### src/rtl/enigma_pkg.sv
// Shared constants, FSM state type and rotor-position helpers for the keypress front end.
package enigma_pkg;
  localparam int ALPHA_SIZE  = 26;
  localparam int POS_W       = 5;
  localparam int NOTCH_R_DEF = 16;
  localparam int NOTCH_M_DEF = 4;

  typedef enum logic [2:0] {IDLE, DEB_PRESS, STEP, CAPTURE, DEB_RELEASE} step_state_t;

  function automatic logic [POS_W-1:0] pos_inc(input logic [POS_W-1:0] p);
    return (p == POS_W'(ALPHA_SIZE - 1)) ? '0 : p + 1'b1;
  endfunction

  // Out-of-range load values collapse to position 0.
  function automatic logic [POS_W-1:0] pos_legal(input logic [POS_W-1:0] p);
    return (p > POS_W'(ALPHA_SIZE - 1)) ? '0 : p;
  endfunction
endpackage

### src/rtl/key_debouncer.sv
// Two-flop synchroniser for the raw key plus a run-length counter that flags the
// DEBOUNCE_CYCLES-th consecutive sample at the level the FSM is waiting for.
module key_debouncer
  import enigma_pkg::*;
#(
  parameter int DEBOUNCE_CYCLES = 1_000_000
) (
  input  logic clock,
  input  logic reset,
  input  logic key_n,
  input  logic run,
  input  logic target,
  output logic key_s,
  output logic pressed,
  output logic released
);
  localparam int               CNT_W    = $clog2(DEBOUNCE_CYCLES + 1);
  localparam logic [CNT_W-1:0] CNT_MAX  = CNT_W'(DEBOUNCE_CYCLES);
  localparam logic [CNT_W-1:0] CNT_LAST = CNT_W'(DEBOUNCE_CYCLES - 1);

  logic             key_m;
  logic [CNT_W-1:0] count;
  logic             stable;

  // count holds matching samples already seen, so this cycle's sample completes the run
  assign stable   = run && (key_s == target) && (count == CNT_LAST);
  assign pressed  = stable && !target;
  assign released = stable &&  target;

  always_ff @(posedge clock) begin
    if (reset) begin
      key_m <= 1'b1;
      key_s <= 1'b1;
      count <= '0;
    end else begin
      key_m <= key_n;
      key_s <= key_m;
      if (!run || (key_s != target) || stable) count <= '0;
      else if (count != CNT_MAX)               count <= count + 1'b1;
    end
  end
endmodule

### src/rtl/rotor_step_controller.sv
// Keypress front end: debounced key drives a three-rotor odometer with notch carry and
// double step, emitting rotate pulses then a capture strobe once per accepted press.
module rotor_step_controller
  import enigma_pkg::*;
#(
  parameter int DEBOUNCE_CYCLES = 1_000_000,
  parameter int NOTCH_R         = NOTCH_R_DEF,
  parameter int NOTCH_M         = NOTCH_M_DEF
) (
  input  logic             clock,
  input  logic             reset,
  input  logic             key_n,
  input  logic             load,
  input  logic [POS_W-1:0] load_pos_r,
  input  logic [POS_W-1:0] load_pos_m,
  input  logic [POS_W-1:0] load_pos_l,
  output logic [POS_W-1:0] pos_r,
  output logic [POS_W-1:0] pos_m,
  output logic [POS_W-1:0] pos_l,
  output logic             rotate_r,
  output logic             rotate_m,
  output logic             rotate_l,
  output logic             capture,
  output logic             busy
);
  step_state_t state;
  logic        key_s, pressed, released;
  logic        deb_run, deb_target;
  logic        at_notch_r, at_notch_m;

  assign at_notch_r = (pos_r == POS_W'(NOTCH_R));
  assign at_notch_m = (pos_m == POS_W'(NOTCH_M));
  // A load in IDLE holds the press counter so the press is seen from the next cycle
  assign deb_run    = ((state == IDLE) && !load) || (state == DEB_PRESS) || (state == DEB_RELEASE);
  assign deb_target = (state == DEB_RELEASE);
  assign busy       = (state != IDLE);

  key_debouncer #(.DEBOUNCE_CYCLES(DEBOUNCE_CYCLES)) u_deb (
    .clock    (clock),
    .reset    (reset),
    .key_n    (key_n),
    .run      (deb_run),
    .target   (deb_target),
    .key_s    (key_s),
    .pressed  (pressed),
    .released (released)
  );

  always_ff @(posedge clock) begin
    if (reset) begin
      state    <= IDLE;
      pos_r    <= '0;
      pos_m    <= '0;
      pos_l    <= '0;
      rotate_r <= 1'b0;
      rotate_m <= 1'b0;
      rotate_l <= 1'b0;
      capture  <= 1'b0;
    end else begin
      rotate_r <= 1'b0;
      rotate_m <= 1'b0;
      rotate_l <= 1'b0;
      capture  <= 1'b0;
      unique case (state)
        IDLE, DEB_PRESS: begin
          if ((state == IDLE) && load) begin
            pos_r <= pos_legal(load_pos_r);
            pos_m <= pos_legal(load_pos_m);
            pos_l <= pos_legal(load_pos_l);
          end else if (pressed) begin
            // Middle also steps when it sits on its own notch: the double step
            state    <= STEP;
            rotate_r <= 1'b1;
            rotate_m <= at_notch_r | at_notch_m;
            rotate_l <= at_notch_m;
          end else if (key_s) begin
            state <= IDLE;
          end else begin
            state <= DEB_PRESS;
          end
        end
        STEP: begin
          pos_r <= pos_inc(pos_r);
          if (rotate_m) pos_m <= pos_inc(pos_m);
          if (rotate_l) pos_l <= pos_inc(pos_l);
          capture <= 1'b1;
          state   <= CAPTURE;
        end
        CAPTURE:     state <= DEB_RELEASE;
        DEB_RELEASE: if (released) state <= IDLE;
        default:     state <= IDLE;
      endcase
    end
  end
endmodule

### config.mk
export PLATFORM = sky130hd
export DESIGN_NAME = rotor_step_controller
export DESIGN_NICKNAME = d
export VERILOG_FILES = /design/src/rtl/enigma_pkg.sv /design/src/rtl/key_debouncer.sv /design/src/rtl/rotor_step_controller.sv
export SDC_FILE = /design/constraint.sdc
export NUM_CORES = 1
export LEC_CHECK = 0
export CAP_MARGIN = 15
export CORE_ASPECT_RATIO = 1.4
export CORE_MARGIN = 5
export CORE_UTILIZATION = 55
export CTS_CLUSTER_DIAMETER = 100
export CTS_CLUSTER_SIZE = 24
export DETAILED_ROUTE_END_ITERATION = 8
export PLACE_DENSITY_LB_ADDON = 0.1
export SETUP_SLACK_MARGIN = 0.15
export SYNTH_ARGS = -nofsm -noshare
export SYNTH_HDL_FRONTEND = slang
export SYNTH_HIERARCHICAL = 1
export SYNTH_SLANG_ARGS = --single-unit
### constraint.sdc
create_clock -name clock -period 4.8 [get_ports clock]
set_clock_uncertainty 0.1 [all_clocks]
set_input_delay 1.2 -clock clock [delete_from_list [all_inputs] [get_ports clock]]
set_output_delay 1.2 -clock clock [all_outputs]
set_load 0.02 [all_outputs]
==> flow_metrics.env <==
export IMPL_diodes=0
export IMPL_switching_share=0.2873
export IMPL_drc=0
export IMPL_power_total_mw=0.7928
export IMPL_power_share_combinational=0.195
export IMPL_placed_cells=390
export IMPL_routedWlPerCell_um=14.74
export IMPL_clockBufferDepth=2
export IMPL_syn_area_per_cell_um2=8.479
export IMPL_hp_class="reg2reg"
export IMPL_crit_chain="clkdlybuf4s50_1 > nor3b_1 > o21ai_4 > nor3b_1"
export IMPL_cp_start_kind="primary input"
export IMPL_synth_fp_nets=329
export IMPL_final_hold_viol_count=0
export IMPL_setup_worst_path_start="reset"
export IMPL_r2r_start="u_deb/count[1]"
export IMPL_grt_ovfl_total=0
export IMPL_leakage_nw=0.9910
export IMPL_critPathArrivalTime_ns=3.09
export IMPL_max_freq_ghz=0.3362
export IMPL_final_cell_mix="44 x dfxtp_1, 38 x clkdlybuf4s50_1, 23 x nor2_1"
export IMPL_portBuffers=38
export IMPL_cts_htree_levels=2
export IMPL_max_vdd_ir_drop_mv=0.1797
export IMPL_finalNetCount=364
export IMPL_multiInputGateArea_mm2=0.001510
export IMPL_instances_no_fill=398
export IMPL_cp_max_fo=18
export IMPL_clock_sinks=44
export IMPL_cpMostUsedCell="nor3b_1"
export IMPL_hold_buffers=0
export IMPL_timing_final_crit_share=0.6197
export IMPL_met1Wirelength_um=2466
export IMPL_syn_inst=300
export IMPL_worstMarginPinSlew_ns=0.8665
export IMPL_design_area_mm2=0.003028
export IMPL_ant_nets=0
export IMPL_core_area_mm2=0.004499
export IMPL_yosysWarnings=6
export IMPL_dr_pass1_iters=5
export IMPL_cp_end_kind="flop"
export IMPL_viasPerCell=5.912
export IMPL_drive_gt1_frac=0.06845
export IMPL_relSlewSlack=0.4211
export IMPL_slowest_stage="clkdlybuf4s50_1"
export IMPL_regArea_um2=880.8
export IMPL_maxSlewViolCount=0
export IMPL_syn2layout_area_growth_pct=19.04
export IMPL_grt_total_usage=0.2044
export IMPL_ys_ff_latch=44
export IMPL_place_area_mm2=0.002935
export IMPL_antenna_found_initial=0
export IMPL_synth_flop_cell="dfxtp_1"
export IMPL_fin_crit_ns=2.975
export IMPL_holdPathStages=1
export IMPL_finalSetupViolations=0
export IMPL_rrSetupSlack_ns=2.40
export IMPL_ys_types=58
export IMPL_grt_pass1_vias=2304
export IMPL_via_count=2353
export IMPL_drtIter0Drc=133
export IMPL_dp_slack_ns=1.514
export IMPL_clk_pin_slew_ns=0.08
export IMPL_initial_core_util=0.5654
export IMPL_power_density_mw_per_mm2=261.8
export IMPL_layout_commonest_cell="dfxtp_1"
export IMPL_grt_setup_unrepaired="no"
export IMPL_cts_tree="done"
export IMPL_hold_ws_ns=0.3129
export IMPL_dr_wl_met2_um=3063
export IMPL_power_share_clock=0.301
export IMPL_hold_start="u_deb/key_m"
export IMPL_ys_seq_area_frac=0.3463
export IMPL_power_switching_mw=0.2278
export IMPL_cts_buffers=5
export IMPL_cts_resized=0
export IMPL_worstHoldEndpoint="u_deb/key_s"
export IMPL_fillers=425
export IMPL_worstPathRequired_ns=4.91
export IMPL_setup_ws_ns=1.825
export IMPL_synth_edff_count=0
export IMPL_highest_layer="met4"
export IMPL_die_w_um=67.48
export IMPL_utilization=0.6730
export IMPL_synth_cell_area_mm2=0.002544
export IMPL_wl_met3_um=216
export IMPL_dieArea_mm2=0.006104
export IMPL_intPower_mw=0.5650
export IMPL_fin_setup_tns_ns=0
export IMPL_pin_count=39
export IMPL_gp_congestion=0.8659
export IMPL_fp_dieH_um=90.47
export IMPL_rows=29
export IMPL_path_class="in2reg"
export IMPL_worstSkewPairLatency_ns=0.29
export IMPL_grt_max_degree=20
export IMPL_post_cts_setup_buffers=0
export IMPL_async_flop_share=0
export IMPL_cp_slowest_stage_delay_ns=0.74
export IMPL_worst_r2r_path_depth=9
export IMPL_maxCapViolations=0
export IMPL_hpwlAfterDp_um=4367
export IMPL_grt_pass1_wl_um=10030
export IMPL_power_frac_seq=0.504
export IMPL_root_buffer="clkbuf_8"
export IMPL_status="completed"
export IMPL_r2r_end="state[1]"
export IMPL_wl_um=5867
[synth_stat cells (2+ instances only)]
cell	n	area share
inv_1	22	0.032
o21ai_0	20	0.039
nand2_1	16	0.024
nand4_1	5	0.012
o32ai_1	6	0.021
a31oi_1	9	0.022
buf_6	3	0.013
nor2_1	23	0.034
nor4b_1	2	0.0069
o31ai_1	2	0.0059
o22ai_1	2	0.0049
xor2_1	4	0.014
and4_1	3	0.010
xnor2_1	10	0.034
or3_1	4	0.0098
o21a_1	4	0.012
or2_2	3	0.0074
and3_1	2	0.0049
nor4_1	6	0.015
a21boi_0	2	0.0059
and2_1	6	0.015
ha_1	10	0.049
nor3_1	7	0.014
buf_2	5	0.0098
nand3_1	14	0.028
dfxtp_1	44	0.35
a21oi_1	19	0.037
a211oi_1	2	0.0059
o211ai_1	3	0.0089
a32oi_1	5	0.017
clkbuf_1	2	0.0030
nor3b_1	3	0.0089
nor2b_1	5	0.012
nand4b_1	3	0.010
[sequential cells by signal, summed over array words and instances, names as in the netlist]
| register | flops |
|---|---|
| pos_l | 5 |
| rotate_r | 1 |
| rotate_l | 1 |
| pos_r | 5 |
| u_deb/key_m | 1 |
| u_deb/key_s | 1 |
| capture | 1 |
| rotate_m | 1 |
| pos_m | 5 |
| u_deb/count | 20 |
| state | 3 |
[worst max-delay path: cells and delay by family]
kind,cells,cell delay (ns)
and+or+nand+nor,2,0.86
buffers and inverters,1,0.74
AOI/OAI and AO/OA,1,0.28
[logic make-up (layout without fill, tap and decap cells)]
group | count (synthesis) | after routing | share of synthesized area
buffers and inverters | 33 | 69 | 0.06001
DFF | 44 | 44 | 0.3463
adders and majority gates | 10 | 10 | 0.04919
AOI/OAI and AO/OA | 86 | 86 | 0.2410
xor gates and xnor gates | 14 | 14 | 0.04820
muxes | 2 | 2 | 0.008362
and+or+nand+nor | 111 | 111 | 0.2469
[power groups by stage]
stage	Clock [mW]	Combinational [mW]	Sequential, mW
after CTS	0.246	0.155	0.399
after global routing	0.263	0.170	0.402
after floorplan	0	0.0840	0.415
after global placement	0	0.153	0.408
final	0.239	0.155	0.399
after detailed placement	0	0.154	0.408
[metal layers]
metal / up-vias / GRT usage
li1: 1174 / -
met1: 1100 / 0.2417
met2: 65 / 0.3509
met3: 14 / 0.03487
met4: 0 / 0.08291
met5: - / 0
[cell type report]
| class | instances | area share |
|---|---|---|
| multi-input cells | 223 | 0.4988 |
| flip-flops and latches | 44 | 0.2909 |
| repair buffers | 38 | 0.1256 |
| inverters | 23 | 0.02851 |
| clock buffers | 6 | 0.02727 |
| well taps | 62 | 0.02562 |
| clock inverters | 2 | 0.003306 |
[how the worst max path moves through the flow]
stage                     slack [ns]  depth (start not counted)               to
after floorplan                 2.43                          5  u_deb/count[11]
after global placement          1.52                          4   u_deb/count[2]
after detailed placement        1.51                          4   u_deb/count[2]
after CTS                       1.78                          4   u_deb/count[2]
after global routing            1.64                          4   u_deb/count[2]
final                           1.83                          4   u_deb/count[2]
(Power assumes the default switching activity.)
